[config.mk]
export PLATFORM = sky130hd
export DESIGN_NAME = mux_scan_sel
export DESIGN_NICKNAME = d
export VERILOG_FILES = /design/src/rtl/mux_scan_sel.sv
export SDC_FILE = /design/constraint.sdc
export NUM_CORES = 1
export LEC_CHECK = 0
export CAP_MARGIN = 40
export CORE_AREA = 4 4 41 43
export CTS_BUF_LIST = sky130_fd_sc_hd__clkbuf_4 sky130_fd_sc_hd__clkbuf_8
export CTS_CLUSTER_DIAMETER = 50
export DETAILED_ROUTE_END_ITERATION = 16
export DIE_AREA = 0 0 45 47
export GPL_TIMING_DRIVEN = 0
export SLEW_MARGIN = 15
export SYNTH_ARGS = -nofsm -noshare
export SYNTH_HDL_FRONTEND = slang
export SYNTH_SLANG_ARGS = --single-unit
[constraint.sdc]
create_clock -name clk -period 1.7 [get_ports clk]
set_clock_uncertainty 0.05 [all_clocks]
set_input_delay 0.425 -clock clk [delete_from_list [all_inputs] [get_ports clk]]
set_output_delay 0.425 -clock clk [all_outputs]
set_load 0.02 [all_outputs]
[src/rtl/mux_scan_sel.sv]
// ---------------------------------------------------------------------------
// mux_scan_sel
//   Parametrised N-channel, W-bit registered multiplexer with an auto-scan
//   mode. In MANUAL mode the selected channel follows sel. In SCAN mode the
//   block steps through every channel and stays DWELL enabled cycles on each.
//   It sits between switch/sensor inputs and the LEDR/HEX display logic.
//
// Parameters
//   WIDTH     bit width of each data channel (>=1)
//   CHANNELS  number of input channels (>=2)
//   DWELL     cycles spent on each channel in scan mode (>=1)
//   SEL_W     $clog2(CHANNELS), derived and not overridable
//
// Ports
//   clk      single clock, all state updates on the rising edge
//   reset    asynchronous, active-high reset
//   data_in  packed channels, channel c = data_in[c*WIDTH +: WIDTH]
//   sel      manual-mode channel select
//   mode     0 = MANUAL, 1 = SCAN
//   enable   1 = advance/sample, 0 = freeze all state
//   out      registered selected data
//   cur_ch   channel that out was taken from
//   out_vld  1 = out was sampled on the last edge
//   wrap     one-cycle pulse when the scan steps from CHANNELS-1 to 0
// ---------------------------------------------------------------------------
module mux_scan_sel #(
  parameter  int WIDTH    = 1,
  parameter  int CHANNELS = 4,
  parameter  int DWELL    = 4,
  localparam int SEL_W    = $clog2(CHANNELS)
) (
  input  logic                      clk,
  input  logic                      reset,
  input  logic [CHANNELS*WIDTH-1:0] data_in,
  input  logic [SEL_W-1:0]          sel,
  input  logic                      mode,
  input  logic                      enable,
  output logic [WIDTH-1:0]          out,
  output logic [SEL_W-1:0]          cur_ch,
  output logic                      out_vld,
  output logic                      wrap
);

  localparam int                CNT_W      = (DWELL > 1) ? $clog2(DWELL) : 1;
  localparam logic [CNT_W-1:0]  DWELL_LAST = CNT_W'(DWELL - 1);
  localparam logic [SEL_W-1:0]  LAST_CH    = SEL_W'(CHANNELS - 1);

  typedef enum logic {
    ST_MANUAL = 1'b0,
    ST_SCAN   = 1'b1
  } state_e;

  state_e           state_q,  state_d;
  logic [SEL_W-1:0] cur_ch_q, cur_ch_d;
  logic [CNT_W-1:0] dwell_q,  dwell_d;
  logic [WIDTH-1:0] out_q,    out_d;
  logic             vld_q,    vld_d;
  logic             wrap_q,   wrap_d;

  logic [SEL_W-1:0] sel_clamped;
  logic [31:0]      sel_ext;
  logic [SEL_W-1:0] next_ch;

  // Out-of-range selects (only possible for non-power-of-2 CHANNELS) map to
  // the last channel. The compare is done at 32 bits so it stays a real
  // comparison even when every sel code is legal.
  always_comb begin
    sel_ext     = 32'(sel);
    sel_clamped = sel;
    if (sel_ext >= 32'(CHANNELS)) begin
      sel_clamped = LAST_CH;
    end
  end

  always_comb begin
    state_d  = state_q;
    cur_ch_d = cur_ch_q;
    dwell_d  = dwell_q;
    out_d    = out_q;
    vld_d    = 1'b0;
    wrap_d   = 1'b0;
    next_ch  = cur_ch_q;

    if (enable) begin
      state_d = mode ? ST_SCAN : ST_MANUAL;

      if (state_d == ST_MANUAL) begin
        next_ch = sel_clamped;
        dwell_d = '0;
      end else if (state_q != ST_SCAN) begin
        // Entering SCAN: the entry edge is the first cycle of a full dwell
        // on whatever channel is already current.
        next_ch = cur_ch_q;
        dwell_d = '0;
      end else if (dwell_q < DWELL_LAST) begin
        next_ch = cur_ch_q;
        dwell_d = dwell_q + CNT_W'(1);
      end else begin
        dwell_d = '0;
        if (cur_ch_q == LAST_CH) begin
          next_ch = '0;
          wrap_d  = 1'b1;
        end else begin
          next_ch = cur_ch_q + SEL_W'(1);
        end
      end

      // out and cur_ch are loaded from the same next_ch so they always agree.
      cur_ch_d = next_ch;
      out_d    = data_in[int'(next_ch)*WIDTH +: WIDTH];
      vld_d    = 1'b1;
    end
  end

  always_ff @(posedge clk or posedge reset) begin
    if (reset) begin
      state_q  <= ST_MANUAL;
      cur_ch_q <= '0;
      dwell_q  <= '0;
      out_q    <= '0;
      vld_q    <= 1'b0;
      wrap_q   <= 1'b0;
    end else begin
      state_q  <= state_d;
      cur_ch_q <= cur_ch_d;
      dwell_q  <= dwell_d;
      out_q    <= out_d;
      vld_q    <= vld_d;
      wrap_q   <= wrap_d;
    end
  end

  assign out     = out_q;
  assign cur_ch  = cur_ch_q;
  assign out_vld = vld_q;
  assign wrap    = wrap_q;

endmodule

==> reports/summary.txt <==
=====================================================================================
Status ................................................................. finished clean
Seq/Total Area, Yosys ..................................................        49.5%
Net Count, Synth .......................................................           51
Asr flop ratio synth ...................................................         100%
Unrepaired setup endpoints after global routing ........................           no
Clk pwr share ..........................................................        30.0%
RD Place Congestion ....................................................        0.666
Reg-to-Reg Start .......................................................    cur_ch[0]
Period utilisation layout ..............................................        97.3%
DRC errors left ........................................................            0
Multi-input gate area ..................................................      204 µm²
Count of boundary I/O pins .............................................           15
Starting Density .......................................................        31.1%
GRT Resource Usage Total ...............................................        9.94%
Maximum number of pins on one net before global-route repair ...........           11
# hold bufs at CTS .....................................................            0
Synthesized area per cell ..............................................     10.4 µm²
Cells traversed along the worst timing path ............................ clkdlybuf4s50_1
Overall via count from detail_route ....................................          334
Met3 Resource Use GR ...................................................        6.13%
CTS H-Tree Depth .......................................................            1
Chip width .............................................................        45 µm
Area taken by flip-flops and latches ...................................      200 µm²
Count of flip-flops with a built-in enable after synthesis .............            0
Internal reg-to-reg setup slack ........................................      0.15 ns
Max IR drop VDD ........................................................   0.000324 V
Transition time at the pin with the least slew margin ..................     0.416 ns
Combinational fraction of design power .................................        24.1%
Area of the mapped netlist .............................................      404 µm²
Achievable frequency ...................................................      605 MHz
DRT iter0 DRCs .........................................................            4
Arrival time reported for the critical path endpoint ...................      1.18 ns
Crit Reg-Reg Endpoint ..................................................          out
Internal power component ...............................................     0.354 mW
Switching power total ..................................................     0.142 mW
Flip-flop cell with the highest count after synthesis .................. sky130_fd_sc_hd__dfrtp_1
Count of yosys warnings during synthesis ...............................            0
Required time of the critical path .....................................      1.22 ns
Number of buffers added for setup after CTS ............................            0
Type of element capturing the critical path ............................   output pin
Vias per Instance ......................................................         4.70
Fraction of the mapped netlist area in compound gates ..................        10.8%
DP HPWL ................................................................       615 µm
Worst Hold Slack .......................................................     0.362 ns
Count of cell types in the netlist .....................................           17
Layout cell share with drive strength beyond 1 .........................        17.9%
Clock-pin slew of the registers on the worst-case setup and hold paths .      0.06 ns
CTS max path bufs ......................................................            2
Worst max-slew margin expressed relative to the limit ..................        72.3%
Util after Layout ......................................................        46.3%
Filler Cell Count ......................................................          143
Slowest cell on the critical path ...................................... sky130_fd_sc_hd__clkdlybuf4s50_1
Gate count of the mapped netlist .......................................           39
Final antenna-violating net count ......................................            0
Maximum cell stage delay along the critical path .......................      0.60 ns
Power density relative to cell area ....................................   823 nW/µm²
Busiest metal layer after global routing ...............................         met2
Number of antenna violations at the first check in global routing ......            0
Dominant delay contributor by cell family on the critical path ......... buffers and inverters
Met1 track demand over resource in global routing ......................        10.9%
Finish-stage setup viols ...............................................            0
R2R cell count .........................................................            6
Critical path class .................................................... register to output pin
Core area ..............................................................     1300 µm²
Vertical extent of the die .............................................        47 µm
Mux contribution to synthesized area ...................................        13.0%
Placed cells ...........................................................           68
Critical-path maximum fanout ...........................................            1
First-pass detailed-route iteration total ..............................            4
Tot Pwr ................................................................     0.497 mW
Number of standard cells in the layout, taps in and fillers out ........           71
Routed WL per cell .....................................................      11.9 µm
CP Launch Type .........................................................     register
Number of CTS-inserted buffers .........................................            3
P_leak .................................................................     0.281 nW
Met2 layer usage reported by global route ..............................        13.3%
MaxCap Viol Count ......................................................            0
Worst hold path type ................................................... input port to async pin
Final routed wirelength across all metal layers ........................       843 µm
Count of state elements after synthesis ................................            8
Worst-Skew Late Latency ................................................      0.26 ns
Switching part of the total power ......................................        28.6%
Placement row count ....................................................           13
Count of antenna diodes in the layout ..................................            0
# port buffers .........................................................           14
Count of final hold-check violations ...................................            0
Number of buffer and inverter instances along the worst setup path .....            1
Num Clock Sinks ........................................................            8
Clock tree from TritonCTS ..............................................        built
Synth-to-layout area growth ............................................        49.2%
Dominant combinational cell family by area after synthesis ............. simple AND/OR/NAND/NOR gates
Vias in the first global route .........................................          324
Nets@finish ............................................................           70
Area share of fa/ha/maj cells after synthesis ..........................        6.19%
Xor and xnor area share after synthesis ................................           0%
Final worst path period need ...........................................      1.65 ns
Final count of pins violating max slew .................................            0
Register share of total power ..........................................        45.9%
Die area ...............................................................     2120 µm²
Total gr overflow ......................................................            0
Wire length of the first global-routing pass ...........................      1.33 mm
CTS Root Buffer Type ................................................... sky130_fd_sc_hd__clkbuf_4
Simple-Gate Fraction of Synth Area .....................................        16.7%
=====================================================================================
metal layers:
metal	vias to the layer above	routed length, µm
met4	0	0
met3	0	48
met5	-	0
li1	173	-
met2	9	379
met1	152	415
registers in the layout (all words and copies together) (netlist names):
name and cells:
state_q 1, cur_ch 2, out 1, out_vld 1, wrap 1, dwell_q 2
Yosys cell counts (2+ instances only):
| cell type | count | area share (%) |
|---|---|---|
| sky130_fd_sc_hd__ha_1 | 2 | 6.2 |
| sky130_fd_sc_hd__nand3_1 | 2 | 2.5 |
| sky130_fd_sc_hd__nand2b_1 | 3 | 4.6 |
| sky130_fd_sc_hd__o21ai_0 | 2 | 2.5 |
| sky130_fd_sc_hd__inv_1 | 3 | 2.8 |
| sky130_fd_sc_hd__mux2i_1 | 3 | 7.4 |
| sky130_fd_sc_hd__nand2_1 | 3 | 2.8 |
| sky130_fd_sc_hd__mux2_2 | 2 | 5.6 |
| sky130_fd_sc_hd__dfrtp_1 | 8 | 50 |
| sky130_fd_sc_hd__nor2_1 | 4 | 3.7 |
cell type report:
class | instances | share of cell area [%]
clock buffers | 3 | 3.73
multi-input cells | 27 | 33.8
inverters | 3 | 1.87
flip-flops and latches | 8 | 33.2
plain buffers | 1 | 0.622
well taps | 15 | 3.11
repair buffers | 14 | 23.7
worst max-delay path by stage:
stage / cells after the start / start / to
2_1_floorplan: 6 / cur_ch[0] / out
3_3_place_gp: 5 / mode / out
3_5_place_dp: 5 / mode / out
4_1_cts: 1 / out / out
5_1_grt: 1 / out_vld / out_vld
6_report: 1 / out_vld / out_vld
timing repair:
item / in CTS / in global routing
pin swaps: 0 / 1
endpoints found under the hold margin: 0 / 0
gates resized for setup: 2 / 5
gates cloned: 0 / 0
endpoints found under the setup margin: 2 / 2
logic make-up (layout without fill, tap and decap cells):
logic type / Yosys count / in the layout
and+or+nand+nor: 14 / 14
DFF: 8 / 8
AOI/OAI and AO/OA: 6 / 6
muxes: 5 / 5
buffers and inverters: 4 / 21
adders and majority gates: 2 / 2
per-stage QoR:
step	setup slack [ns]	instance area [µm²]	setup TNS, ns
final	0.0461	603	0
after global routing	0.00907	603	0
after CTS	0.00308	583	0
after detailed placement	-0.212	563	-0.500
after global placement	-0.209	563	-0.488
after floorplan	0.129	404	0
power by group through the flow:
stage / sequential, mW / combinational [mW] / clock (mW)
6_report: 0.228 / 0.120 / 0.149
4_1_cts: 0.226 / 0.120 / 0.158
3_5_place_dp: 0.230 / 0.124 / 0
2_1_floorplan: 0.242 / 0.0521 / 0
3_3_place_gp: 0.229 / 0.124 / 0
5_1_grt: 0.231 / 0.135 / 0.174
placed cells by master, fill, tap and decap left out, drive strengths merged, types with 3 or more instances in the layout:
master	n
clkbuf	4
mux2i	3
inv	3
dfrtp	8
nor2	4
nand2b	3
nand2	4
clkdlybuf4s50	10
No activity file was read; power rests on OpenSTA's default activity.
